**config.mk**
```make
export PLATFORM = sky130hd
export DESIGN_NAME = i2c_cmd_sequencer
export DESIGN_NICKNAME = d
export VERILOG_FILES = /design/src/rtl/i2c_seq_pkg.sv /design/src/rtl/i2c_busy_sync.sv /design/src/rtl/i2c_cmd_sequencer.sv
export SDC_FILE = /design/constraint.sdc
export NUM_CORES = 1
export LEC_CHECK = 0
export ABC_AREA = 1
export ABC_CLOCK_PERIOD_IN_PS = 2800
export CAP_MARGIN = 5
export CORE_UTILIZATION = 40
export DETAILED_ROUTE_END_ITERATION = 10
export HOLD_SLACK_MARGIN = 0.12
export PLACE_DENSITY = 0.58
export SETUP_SLACK_MARGIN = 0.02
export SKIP_LAST_GASP = 1
export SYNTH_ARGS = -nofsm -noshare
export SYNTH_HDL_FRONTEND = slang
export SYNTH_SLANG_ARGS = --single-unit
```
**constraint.sdc**
```tcl
create_clock -name clk -period 2.8 [get_ports clk]
set_clock_uncertainty 0.1 [all_clocks]
set_input_delay 0.56 -clock clk [delete_from_list [all_inputs] [get_ports clk]]
set_output_delay 0.56 -clock clk [all_outputs]
set_load 0.01 [all_outputs]
```
**src/rtl/i2c_seq_pkg.sv**
```systemverilog
// ============================================================================
// Module   : i2c_seq_pkg
// Brief    : Shared table-entry layout and FSM encoding for i2c_cmd_sequencer.
// Revision : 1.0 - initial release
// ============================================================================
`default_nettype none

package i2c_seq_pkg;

    localparam int ENT_W        = 33;
    localparam int ENT_ADDR_MSB = 32;
    localparam int ENT_ADDR_LSB = 26;
    localparam int ENT_REG_MSB  = 25;
    localparam int ENT_REG_LSB  = 18;
    localparam int ENT_RW       = 17;
    localparam int ENT_LEN      = 16;
    localparam int ENT_DIN_MSB  = 15;
    localparam int ENT_DIN_LSB  = 0;

    localparam logic [2:0] ST_IDLE    = 3'd0;
    localparam logic [2:0] ST_LOAD    = 3'd1;
    localparam logic [2:0] ST_ISSUE   = 3'd2;
    localparam logic [2:0] ST_WAIT_LO = 3'd3;
    localparam logic [2:0] ST_GAP     = 3'd4;
    localparam logic [2:0] ST_FINISH  = 3'd5;

    typedef struct packed {
        logic [6:0]  addr;
        logic [7:0]  regaddr;
        logic        rw;
        logic        len;
        logic [15:0] din;
    } entry_t;

    function automatic entry_t unpack_entry(input logic [ENT_W-1:0] raw);
        entry_t e;
        e.addr    = raw[ENT_ADDR_MSB:ENT_ADDR_LSB];
        e.regaddr = raw[ENT_REG_MSB:ENT_REG_LSB];
        e.rw      = raw[ENT_RW];
        e.len     = raw[ENT_LEN];
        e.din     = raw[ENT_DIN_MSB:ENT_DIN_LSB];
        return e;
    endfunction

endpackage

`default_nettype wire

```
**src/rtl/i2c_busy_sync.sv**
```systemverilog
// ============================================================================
// Module   : i2c_busy_sync
// Brief    : Two-flop synchronizer for the controller busy flag.
// Revision : 1.0 - initial release
// ============================================================================
`default_nettype none

module i2c_busy_sync (
    input  logic clk,
    input  logic rst,
    input  logic i_async,
    output logic o_sync
);

    logic [1:0] stage_q;
    logic [1:0] stage_d;

    always_comb begin
        stage_d = {stage_q[0], i_async};
    end

    always_ff @(posedge clk) begin
        if (rst) begin
            stage_q <= 2'b00;
        end else begin
            stage_q <= stage_d;
        end
    end

    assign o_sync = stage_q[1];

endmodule

`default_nettype wire

```
**src/rtl/i2c_cmd_sequencer.sv**
```systemverilog
// ============================================================================
// Module   : i2c_cmd_sequencer
// Brief    : Replays a host-written table of I2C transactions into i2c_controller.
// Options  : I2C_SEQ_READBACK_EN builds the ctl_dout capture / rd_* outputs.
// Revision : 1.0 - initial release
// ============================================================================
`default_nettype none

module i2c_cmd_sequencer
    import i2c_seq_pkg::*;
#(
    parameter int DEPTH          = 16,
    parameter int GAP_CYCLES     = 64,
    parameter int TIMEOUT_CYCLES = 65535,
    localparam int IW            = $clog2(DEPTH)
) (
    input  logic              clk,
    input  logic              rst,
    input  logic              tbl_we,
    input  logic [IW-1:0]     tbl_waddr,
    input  logic [ENT_W-1:0]  tbl_wdata,
    input  logic [IW:0]       cmd_count,
    input  logic              start,
    output logic              ctl_en,
    output logic [6:0]        ctl_addr,
    output logic [7:0]        ctl_reg,
    output logic              ctl_rw,
    output logic              ctl_len,
    output logic [15:0]       ctl_din,
    input  logic              ctl_busy,
    input  logic [15:0]       ctl_dout,
    output logic              rd_valid,
    output logic [15:0]       rd_data,
    output logic [IW-1:0]     rd_index,
    output logic              running,
    output logic              done,
    output logic              error
);

    localparam int GW = $clog2(GAP_CYCLES + 1);
    localparam int TW = $clog2(TIMEOUT_CYCLES + 1);

    localparam logic [IW:0]   c_depth    = (IW+1)'(DEPTH);
    localparam logic [IW:0]   c_idx_one  = (IW+1)'(1);
    localparam logic [GW-1:0] c_gap_last = GW'(GAP_CYCLES - 1);
    localparam logic [GW-1:0] c_gap_one  = GW'(1);
    localparam logic [TW-1:0] c_tmo_max  = TW'(TIMEOUT_CYCLES);
    localparam logic [TW-1:0] c_tmo_one  = TW'(1);

    logic [ENT_W-1:0] tbl_mem [DEPTH];

    logic [2:0]    state_q,   state_d;
    logic [IW-1:0] idx_q,     idx_d;
    logic [IW:0]   cnt_q,     cnt_d;
    logic [GW-1:0] gap_q,     gap_d;
    logic [TW-1:0] tmo_q,     tmo_d;
    logic          ctl_en_q,  ctl_en_d;
    logic [6:0]    ctl_addr_q, ctl_addr_d;
    logic [7:0]    ctl_reg_q, ctl_reg_d;
    logic          ctl_len_q, ctl_len_d;
    logic [15:0]   ctl_din_q, ctl_din_d;
    logic          running_q, running_d;
    logic          done_q,    done_d;
    logic          error_q,   error_d;

    logic          w_busy_s;
    entry_t        w_entry;
    logic [IW:0]   w_cnt_clamp;
    logic [IW:0]   w_idx_inc;
    logic [TW-1:0] w_tmo_inc;
    logic          w_load;
    logic          w_wait_done;

    i2c_busy_sync u_busy_sync (
        .clk     (clk),
        .rst     (rst),
        .i_async (ctl_busy),
        .o_sync  (w_busy_s)
    );

    // Host writes land only while idle; a write racing an accepted start is dropped.
    always_ff @(posedge clk) begin
        if (tbl_we && !running_q && !start) begin
            tbl_mem[tbl_waddr] <= tbl_wdata;
        end
    end

    assign w_entry     = unpack_entry(tbl_mem[idx_q]);
    assign w_cnt_clamp = (cmd_count > c_depth) ? c_depth : cmd_count;
    assign w_idx_inc   = {1'b0, idx_q} + c_idx_one;
    assign w_tmo_inc   = (tmo_q == c_tmo_max) ? tmo_q : (tmo_q + c_tmo_one);
    assign w_load      = (state_q == ST_LOAD);
    assign w_wait_done = (state_q == ST_WAIT_LO) && !w_busy_s;

    always_comb begin
        state_d    = state_q;
        idx_d      = idx_q;
        cnt_d      = cnt_q;
        gap_d      = gap_q;
        tmo_d      = tmo_q;
        ctl_en_d   = ctl_en_q;
        ctl_addr_d = ctl_addr_q;
        ctl_reg_d  = ctl_reg_q;
        ctl_len_d  = ctl_len_q;
        ctl_din_d  = ctl_din_q;
        running_d  = running_q;
        done_d     = 1'b0;
        error_d    = error_q;

        case (state_q)
            ST_IDLE: begin
                if (start) begin
                    cnt_d     = w_cnt_clamp;
                    idx_d     = '0;
                    error_d   = 1'b0;
                    running_d = 1'b1;
                    state_d   = (w_cnt_clamp == '0) ? ST_FINISH : ST_LOAD;
                end
            end

            ST_LOAD: begin
                ctl_addr_d = w_entry.addr;
                ctl_reg_d  = w_entry.regaddr;
                ctl_len_d  = w_entry.len;
                ctl_din_d  = w_entry.din;
                ctl_en_d   = 1'b1;
                tmo_d      = '0;
                state_d    = ST_ISSUE;
            end

            ST_ISSUE: begin
                if (w_busy_s) begin
                    ctl_en_d = 1'b0;
                    state_d  = ST_WAIT_LO;
                end else if (w_tmo_inc == c_tmo_max) begin
                    // Controller never acknowledged: abandon the rest of the script.
                    ctl_en_d = 1'b0;
                    error_d  = 1'b1;
                    state_d  = ST_FINISH;
                end else begin
                    tmo_d = w_tmo_inc;
                end
            end

            ST_WAIT_LO: begin
                if (!w_busy_s) begin
                    gap_d   = '0;
                    state_d = ST_GAP;
                end
            end

            ST_GAP: begin
                if (gap_q >= c_gap_last) begin
                    if (w_idx_inc == cnt_q) begin
                        state_d = ST_FINISH;
                    end else begin
                        idx_d   = w_idx_inc[IW-1:0];
                        state_d = ST_LOAD;
                    end
                end else begin
                    gap_d = gap_q + c_gap_one;
                end
            end

            ST_FINISH: begin
                done_d    = 1'b1;
                running_d = 1'b0;
                state_d   = ST_IDLE;
            end

            default: begin
                ctl_en_d  = 1'b0;
                running_d = 1'b0;
                state_d   = ST_IDLE;
            end
        endcase
    end

    always_ff @(posedge clk) begin
        if (rst) begin
            state_q    <= ST_IDLE;
            idx_q      <= '0;
            cnt_q      <= '0;
            gap_q      <= '0;
            tmo_q      <= '0;
            ctl_en_q   <= 1'b0;
            ctl_addr_q <= '0;
            ctl_reg_q  <= '0;
            ctl_len_q  <= 1'b0;
            ctl_din_q  <= '0;
            running_q  <= 1'b0;
            done_q     <= 1'b0;
            error_q    <= 1'b0;
        end else begin
            state_q    <= state_d;
            idx_q      <= idx_d;
            cnt_q      <= cnt_d;
            gap_q      <= gap_d;
            tmo_q      <= tmo_d;
            ctl_en_q   <= ctl_en_d;
            ctl_addr_q <= ctl_addr_d;
            ctl_reg_q  <= ctl_reg_d;
            ctl_len_q  <= ctl_len_d;
            ctl_din_q  <= ctl_din_d;
            running_q  <= running_d;
            done_q     <= done_d;
            error_q    <= error_d;
        end
    end

    assign ctl_en   = ctl_en_q;
    assign ctl_addr = ctl_addr_q;
    assign ctl_reg  = ctl_reg_q;
    assign ctl_len  = ctl_len_q;
    assign ctl_din  = ctl_din_q;
    assign running  = running_q;
    assign done     = done_q;
    assign error    = error_q;

`ifdef I2C_SEQ_READBACK_EN
    logic          ctl_rw_q,   ctl_rw_d;
    logic          rd_valid_q, rd_valid_d;
    logic [15:0]   rd_data_q,  rd_data_d;
    logic [IW-1:0] rd_index_q, rd_index_d;

    always_comb begin
        ctl_rw_d   = ctl_rw_q;
        rd_valid_d = 1'b0;
        rd_data_d  = rd_data_q;
        rd_index_d = rd_index_q;
        if (w_load) begin
            ctl_rw_d = w_entry.rw;
        end
        if (w_wait_done && ctl_rw_q) begin
            rd_valid_d = 1'b1;
            rd_data_d  = ctl_dout;
            rd_index_d = idx_q;
        end
    end

    always_ff @(posedge clk) begin
        if (rst) begin
            ctl_rw_q   <= 1'b0;
            rd_valid_q <= 1'b0;
            rd_data_q  <= '0;
            rd_index_q <= '0;
        end else begin
            ctl_rw_q   <= ctl_rw_d;
            rd_valid_q <= rd_valid_d;
            rd_data_q  <= rd_data_d;
            rd_index_q <= rd_index_d;
        end
    end

    assign ctl_rw   = ctl_rw_q;
    assign rd_valid = rd_valid_q;
    assign rd_data  = rd_data_q;
    assign rd_index = rd_index_q;
`else
    logic w_unused_rb;

    // Write-only build: the stored rw bit and ctl_dout have no consumer.
    assign w_unused_rb = ^{ctl_dout, w_entry.rw, w_wait_done};
    assign ctl_rw      = 1'b0;
    assign rd_valid    = 1'b0;
    assign rd_data     = '0;
    assign rd_index    = '0;
`endif

endmodule

`default_nettype wire

```
==> flow_summary.json, run 1 <==
{
  "status": "finished, final reports clean",
  "largest_reg_flops": 512,
  "synth.most_common_cell": "edfxtp_1",
  "clock.fmax_ghz": 0.4035,
  "period_share_pct": 88.50,
  "grt_pass1_wl_um": 89440,
  "wire_per_inst_um": 19.93,
  "critPathLaunchType": "flip-flop",
  "numCtsBuffers": 60,
  "maxSlewViolCount": 0,
  "multi_input_area_mm2": 0.005928,
  "drc": 0,
  "drtAntennaViolNets": 0,
  "final_net_count": 2168,
  "root_buffer": "clkbuf_16",
  "required_ns": 3.19,
  "synthCells": 2018,
  "core-area_mm2": 0.05814,
  "irDropWorstVdd_v": 0.0007041,
  "final.fill_count": 5107,
  "synth_area_leaders": "edfxtp_1, o21ai_0, dfxtp_1, nor2_1, o22ai_1",
  "top_register": "tbl_mem",
  "vias_per_cell": 5.354,
  "yosys-top-cells-count": "edfxtp_1, nor2_1, o21ai_0, o22ai_1, inv_1",
  "wirelength_um": 58200,
  "power_density_mw_per_mm2": 932.9,
  "drive_gt1_share_pct": 10.54,
  "syn_area_mm2": 0.02368,
  "area_growth_pct": 18.42,
  "port_buffers": 81,
  "seq_area_mm2": 0.01685,
  "dieArea_mm2": 0.06016,
  "grt_pass1_vias": 15181,
  "relSlewSlack_pct": 57.04,
  "design_area_mm2": 0.02804,
  "leakage_nw": 9.413,
  "period_needed_ns": 2.478,
  "cts_tree": "built",
  "dp_hpwl_um": 32340,
  "synth_largest_area_cell": "edfxtp_1",
  "dp_worst_setup_slack_ns": 0.2445,
  "synth_top_area_share_pct": 64.94,
  "synth.distinct_cells": 43,
  "grtUsageTotal_pct": 19.45,
  "htree_levels": 2,
  "drt_iter0_markers": 1323,
  "die_h_um": 245.3,
  "avgSynthCellArea_um2": 11.73,
  "first_pass_iters": 5,
  "yosys_warnings": 0,
  "min_path_type": "reg2reg",
  "ctsLongestPathBuffers": 3,
  "worst_pin_slew_ns": 0.6444,
  "post-route-util_pct": 48.23,
  "setup_viol": 0,
  "drv_cap": 0,
  "clk_transition_reported_paths_ns": 0.06,
  "cts.sinks": 585,
  "hold_violations": 0,
  "synth_edf_count": 512,
  "postSynth.asyncResetShare_pct": 0,
  "io_pins": 121,
  "fin_ws_ns": 0.3220,
  "grt_max_degree": 131,
  "cp_data_arrival_time_ns": 2.87,
  "clkLatencyLatePin_ns": 0.64,
  "ys_seq_area_share_pct": 71.11,
  "critPathKind": "reg2reg",
  "rsz0062_at_grt": "false",
  "setup_tns_ns": 0,
  "rows": 88,
  "synthFlopType": "edfxtp_1",
  "fin_hold_ws_ns": 0.3147,
  "cp_max_fo": 15,
  "initial_core_util_pct": 40.72,
  "vias": 15639,
  "ys_seq_elements": 585,
  "fp.dieW_um": 245.3,
  "gp_congestion": 0.8164,
  "place_area_mm2": 0.02595,
  "endpoint_kind": "flip-flop",
  "grt_overflow": 0,
  "antenna_found_initial": 5
}
-- report_power, final --
group / internal (mW) / switching [mW] / total [mW] / leakage, nW
registers: 9.84 / 0.229 / 10.1 / 5.21
logic: 2.67 / 5.24 / 7.91 / 3.20
clock network: 4.82 / 3.36 / 8.18 / 1.00
total: 17.3 / 8.83 / 26.2 / 9.41
-- cell type report --
cell class	count	area share, %
Antenna cell	2	0.01785
Clock buffer	79	5.900
Clock inverter	35	1.468
Inverter	125	1.696
Multi-Input combinational cell	1182	21.14
Sequential cell	585	60.09
Tap cell	765	3.414
Timing Repair Buffer	148	6.275
-- worst paths after layout --
| path | startpoint | end | slack [ns] | depth (start not counted) |
|---|---|---|---|---|
| setup / recovery | tmo_q[0]$_SDFFE_PP0P_ | state_q[1]$_SDFFE_PP0P_ | 0.32 | 12 |
| hold / removal | u_busy_sync.stage_q[0]$_SDFF_PP0_ | u_busy_sync.stage_q[1]$_SDFF_PP0_ | 0.31 | 2 |
| setup reg to reg | tmo_q[0]$_SDFFE_PP0P_ | state_q[1]$_SDFFE_PP0P_ | 0.32 | 12 |
| hold reg to reg | u_busy_sync.stage_q[0]$_SDFF_PP0_ | u_busy_sync.stage_q[1]$_SDFF_PP0_ | 0.31 | 2 |
-- cell families after synthesis --
kind of cell,Yosys count,share of synthesized area (%)
compound gates,601,13.92
xor+xnor,9,0.3330
fa+ha+maj,3,0.1586
buf+inv,272,4.788
flops,585,71.11
other cells,1,0.01584
simple gates,547,9.671
-- layer usage --
| metal | GRT usage [%] | share of wire, % |
|---|---|---|
| met5 | 0 | 0.062 |
| met2 | 31.80 | 48 |
| met1 | 26.90 | 45 |
| met4 | 6.048 | 2.1 |
| met3 | 2.558 | 5.0 |
-- critical path, stage by stage, from the launching register on --
cell and delay (ns):
dfxtp_1 0.42, ha_2 0.27, inv_1 0.09, nor2_4 0.16
nand4_4 0.26, nand3_1 0.19, nand2_1 0.07, nor2_2 0.19
nand3_1 0.13, nand2_1 0.16, nand2_1 0.06, o21ai_0 0.20
inv_1 0.06
-- what timing repair did --
item | 4_1_cts | 5_1_grt
setup endpoints to repair | 0 | 6
hold buffers | 0 | 0
buffers inserted | 0 | 0
gates resized for setup | 0 | 2
-- metrics by stage --
step | power (mW) | std cells
6_report | 26.16 | 2921
5_1_grt | 27.50 | 2921
4_1_cts | 26.33 | 2919
3_5_place_dp | 18.16 | 2805
3_3_place_gp | 18.03 | 2805
2_1_floorplan | 15.20 | 2039
-- cell usage in the layout (no fill, tap or decap), types with 36 or more instances in the layout --
cell | Yosys | routed
a21oi_1 | 59 | 59
buf_12 | 1 | 36
clkbuf_16 | 0 | 61
clkdlybuf4s50_1 | 0 | 80
dfxtp_1 | 73 | 69
edfxtp_1 | 512 | 512
inv_1 | 120 | 118
nand2_1 | 91 | 91
nor2_1 | 372 | 356
o21ai_0 | 354 | 354
o22ai_1 | 152 | 152
No activity file was read; power rests on OpenSTA's default activity.
==> inputs of run 2 (changes only) <==
--- a/config.mk
+++ b/config.mk
@@ -6,7 +6,7 @@
 export NUM_CORES = 1
 export LEC_CHECK = 0
 export ABC_AREA = 1
-export ABC_CLOCK_PERIOD_IN_PS = 2800
+export ABC_CLOCK_PERIOD_IN_PS = 2200
 export CAP_MARGIN = 5
 export CORE_UTILIZATION = 40
 export DETAILED_ROUTE_END_ITERATION = 10
==> constraint.sdc (replaced) <==
create_clock -name clk -period 2.2 [get_ports clk]
set_clock_uncertainty 0.1 [all_clocks]
set_input_delay 0.44 -clock clk [delete_from_list [all_inputs] [get_ports clk]]
set_output_delay 0.44 -clock clk [all_outputs]
set_load 0.01 [all_outputs]
==> flow_summary.json, run 2 (synthesized netlist as in run 1, its figures left out) <==
{
  "status": "finished, final reports clean",
  "switching_share_pct": 34.33,
  "endpoint_kind": "flip-flop",
  "min_path_type": "in2reg",
  "intPower_mw": 21.89,
  "design_area_mm2": 0.02864,
  "setup_viol": 0,
  "first_pass_iters": 5,
  "port_buffers": 81,
  "cts_tree": "built",
  "required_ns": 2.59,
  "switching_power_mw": 11.44,
  "ctsLongestPathBuffers": 3,
  "wirelength_um": 59640,
  "final_cells": 2972,
  "seqPwrFrac_pct": 38.5,
  "drt_iter0_markers": 1523,
  "die_h_um": 245.3,
  "hold_violations": 0,
  "area_growth_pct": 20.98,
  "ctsHoldBuffers": 0,
  "maxSlewViolCount": 0,
  "mostFrequentLayoutCell": "edfxtp_1",
  "dieArea_mm2": 0.06016,
  "clkLatencyLatePin_ns": 0.62,
  "fp.dieW_um": 245.3,
  "clock.fmax_ghz": 0.4624,
  "grt_pass1_vias": 15125,
  "grt_max_degree": 70,
  "cts.sinks": 585,
  "cp_max_fo": 6,
  "leakage_nw": 9.737,
  "power_mw": 33.33,
  "setup_tns_ns": 0,
  "irDropWorstVdd_v": 0.001042,
  "final_net_count": 2220,
  "worst_pin_slew_ns": 0.7352,
  "grtUsageTotal_pct": 19.55,
  "core-area_mm2": 0.05814,
  "htree_levels": 2,
  "rsz0062_at_grt": "true",
  "combPwrFrac_pct": 32.4,
  "relSlewSlack_pct": 50.84,
  "drtAntennaViolNets": 0,
  "drive_gt1_share_pct": 13.56,
  "clkPwrFrac_pct": 29.1,
  "antenna_found_initial": 4,
  "root_buffer": "clkbuf_16",
  "initial_core_util_pct": 40.72,
  "grt_overflow": 0,
  "vias": 15933,
  "period_needed_ns": 2.163,
  "period_share_pct": 98.30,
  "rows": 88,
  "top_register": "tbl_mem",
  "post-route-util_pct": 49.27,
  "cp_data_arrival_time_ns": 2.55,
  "largest_reg_flops": 512,
  "critPathLaunchType": "flip-flop",
  "io_pins": 121,
  "wire_per_inst_um": 20.07,
  "grt_pass1_wl_um": 89780,
  "gp_congestion": 0.8302,
  "layout_common_cells": "edfxtp_1, nor2_1, o21ai_0, o22ai_1, inv_1",
  "vias_per_cell": 5.361,
  "dp_hpwl_um": 34920,
  "critPathKind": "reg2reg",
  "drc": 0,
  "place_area_mm2": 0.02643,
  "numCtsBuffers": 60,
  "drv_cap": 0,
  "dp_cells": 2845,
  "power_density_mw_per_mm2": 1164,
  "clk_transition_reported_paths_ns": 0.06
}
## run 2: final timing paths
check / startpoint / to / slack, ns / cells past startpoint
hold / removal: rst / state_q[2]$_SDFFE_PP0P_ / 0.20 / 4
setup reg to reg: tmo_q[6]$_SDFFE_PP0P_ / tmo_q[6]$_SDFFE_PP0P_ / 0.04 / 11
setup / recovery: tmo_q[6]$_SDFFE_PP0P_ / tmo_q[6]$_SDFFE_PP0P_ / 0.04 / 11
hold reg to reg: u_busy_sync.stage_q[0]$_SDFF_PP0_ / u_busy_sync.stage_q[1]$_SDFF_PP0_ / 0.31 / 2
## run 2: routing by layer
layer	global-route usage [%]	wire length, µm	vias up
li1	-	-	7525
met1	27.33	27230	7859
met2	31.01	27270	453
met3	3.357	3647	92
met4	6.140	1470	4
met5	0	20	-
## run 2: timing repair
item	in CTS	in global routing
gates cloned	1	2
buffers inserted	0	9
pin swaps	2	17
gates resized for setup	5	55
hold endpoints to repair	0	0
setup endpoints to repair	13	41
## run 2: critical path, stage by stage, from the launching register on
cell and delay (ns):
dfxtp_2 0.36, nand2_1 0.12, nor2_4 0.21, buf_4 0.16
nand4_4 0.15, o21ai_1 0.13, nand2_1 0.11, nor2_4 0.13
nand4_4 0.22, buf_6 0.21, nand3_1 0.08, a21oi_2 0.06
## run 2: metrics by stage
step	hold WS (ns)	worst slack [ns]
floorplan	0.2883	-0.1109
global placement	0.3016	-0.3522
detailed placement	0.3004	-0.3435
CTS	0.1655	0.02657
global route	0.2206	-0.1144
finish	0.2020	0.03745
## run 2: final cells by class
cell class,instances,area (µm²)
diodes,2,5.005
clock buffers,75,1589
clock inverters,38,284.0
fillers,5102,29490
inverters,125,478.0
multi-input cells,1184,6111
flip-flops and latches,585,16860
well taps,765,957.2
repair buffers,198,2356
## run 2: power groups by stage
stage               Combinational, mW  Clock (mW)  Sequential [mW]
finish                           10.8        9.69             12.8
global route                     11.9        10.3             12.9
CTS                              10.6        9.86             12.8
detailed placement               10.6           0             13.0
global placement                 10.5           0             13.0
floorplan                        6.28           0             13.1
==> inputs of run 3 (changes only) <==
--- a/config.mk
+++ b/config.mk
@@ -9,6 +9,7 @@
 export ABC_CLOCK_PERIOD_IN_PS = 2200
 export CAP_MARGIN = 5
 export CORE_UTILIZATION = 40
+export CTS_BUF_LIST = sky130_fd_sc_hd__clkbuf_8
 export DETAILED_ROUTE_END_ITERATION = 10
 export HOLD_SLACK_MARGIN = 0.12
 export PLACE_DENSITY = 0.58
==> flow_summary.json, run 3 (synthesized netlist as in run 1, its figures left out) <==
{
  "place_area_mm2": 0.02643,
  "largest_reg_flops": 512,
  "vias_per_cell": 5.333,
  "wire_per_inst_um": 19.81,
  "ctsLongestPathBuffers": 3,
  "grt_pass1_vias": 15399,
  "rr_startpoint": "tmo_q[0]$_SDFFE_PP0P_",
  "cp_top_family": "simple AND/OR/NAND/NOR gates",
  "leakage_nw": 9.887,
  "crit_start": "tmo_q[0]$_SDFFE_PP0P_",
  "final_net_count": 2254,
  "die_h_um": 245.3,
  "relSlewSlack_pct": 50.08,
  "fp.dieW_um": 245.3,
  "min_path_type": "in2reg",
  "gp_congestion": 0.8302,
  "drtAntennaViolNets": 0,
  "power_density_mw_per_mm2": 1149,
  "endpoint_kind": "flip-flop",
  "setup_viol": 0,
  "cts_tree": "built",
  "htree_levels": 3,
  "clkLatencyLatePin_ns": 0.68,
  "grt_overflow": 0,
  "mostFrequentLayoutCell": "edfxtp_1",
  "rsz0062_at_grt": "true",
  "root_buffer": "clkbuf_8",
  "design_area_mm2": 0.02864,
  "io_pins": 121,
  "clk_transition_reported_paths_ns": 0.06,
  "rows": 88,
  "hold_violations": 0,
  "vias": 16191,
  "critPathLaunchType": "flip-flop",
  "port_buffers": 81,
  "worst_pin_slew_ns": 0.7488,
  "first_pass_iters": 5,
  "drv_cap": 0,
  "status": "finished, final reports clean",
  "slowest_stage": "dfxtp_2",
  "period_needed_ns": 2.180,
  "cts.sinks": 585,
  "min_from": "ctl_busy",
  "grtUsageTotal_pct": 19.86,
  "critPathBufInv": 2,
  "dp_hpwl_um": 34920,
  "final.fill_count": 5125,
  "drt_iter0_markers": 1461,
  "antenna_found_initial": 5,
  "required_ns": 2.71,
  "wirelength_um": 60130,
  "grt_max_degree": 70,
  "drc": 0,
  "dp_cells": 2845,
  "maxSlewViolCount": 0,
  "numCtsBuffers": 96,
  "ff2ff_path_depth": 12,
  "min_to": "u_busy_sync.stage_q[0]$_SDFF_PP0_",
  "drive_gt1_share_pct": 15.09,
  "area_growth_pct": 20.96,
  "initial_core_util_pct": 40.72,
  "grt_pass1_wl_um": 90710,
  "power_mw": 32.90,
  "dieArea_mm2": 0.06016,
  "cp_max_fo": 8,
  "layout_common_cells": "edfxtp_1, nor2_1, o21ai_0, o22ai_1, inv_1",
  "critPathKind": "reg2reg",
  "slowest_delay_ns": 0.35,
  "path_cells": "ha_4 -> inv_2 -> nor2_4 -> buf_6 -> nand4_4 -> o21ai_2 -> nand3_2 -> nor2_4 -> nand4_4 -> nand2_4 -> nand2_1 -> a21oi_1",
  "hold_depth": 3,
  "core-area_mm2": 0.05814,
  "clock.fmax_ghz": 0.4588,
  "fin_hold_ws_ns": 0.1912,
  "top_register": "tbl_mem",
  "cp_data_arrival_time_ns": 2.69,
  "r2r_end": "tmo_q[2]$_SDFFE_PP0P_",
  "irDropWorstVdd_v": 0.0006992,
  "final_cells": 3036,
  "r2r_slack_ns": 0.02,
  "period_share_pct": 99.08
}
[run 3: worst max path at each step]
stage                                endpoint  slack, ns  depth (start not counted)
floorplan            tbl_mem[10][0]$_DFFE_PP_      -0.11                          5
global placement    tbl_mem[12][14]$_DFFE_PP_      -0.35                          9
detailed placement  tbl_mem[12][14]$_DFFE_PP_      -0.34                          9
CTS                               ctl_addr[0]       0.02                          1
global route            tmo_q[2]$_SDFFE_PP0P_      -0.13                         12
finish                  tmo_q[2]$_SDFFE_PP0P_       0.02                         12
[run 3: layout make-up]
class	instances	area, µm²	area share (%)
antenna	4	10.01	0.03495
clock buffer	108	1486	5.190
clock inverter	69	407.9	1.424
inverter	125	478.0	1.669
multi-input combinational	1184	6107	21.32
sequential	585	16860	58.86
tap	765	957.2	3.342
timing repair buffer	196	2336	8.157
[run 3: stage by stage]
step / TNS (ns) / utilization, % / setup WS (ns)
final: 0 / 49.26 / 0.02034
after global routing: -1.344 / 49.25 / -0.1284
after global placement: -142.54 / 45.46 / -0.3522
after floorplan: -44.48 / - / -0.1109
after CTS: 0 / 48.79 / 0.02456
after detailed placement: -136.42 / 45.46 / -0.3435
[run 3: worst min-delay path: stages]
cell and delay, ns:
clkdlybuf4s50_1 0.40, inv_1 0.06, nor2_1 0.03
[run 3: layer usage]
layer | GRT usage, % | routed length [µm] | share of wire [%]
met1 | 27.54 | 26970 | 45
met2 | 30.87 | 27300 | 45
met3 | 3.881 | 4273 | 7.1
met5 | 0 | 20 | 0.033
met4 | 7.371 | 1575 | 2.6
[run 3: what timing repair did]
item,CTS,global route
pin swaps,2,11
setup endpoints to repair,18,38
hold buffers,1,0
setup buffers,0,6
gates cloned,1,2
hold endpoints to repair,6,0
gates resized for setup,7,53
[run 3: power breakdown]
group / switching [mW] / leakage [nW] / internal [mW]
Sequential: 0.310 / 5.21 / 12.5
Combinational: 7.00 / 3.60 / 3.77
Clock: 4.31 / 1.08 / 4.98
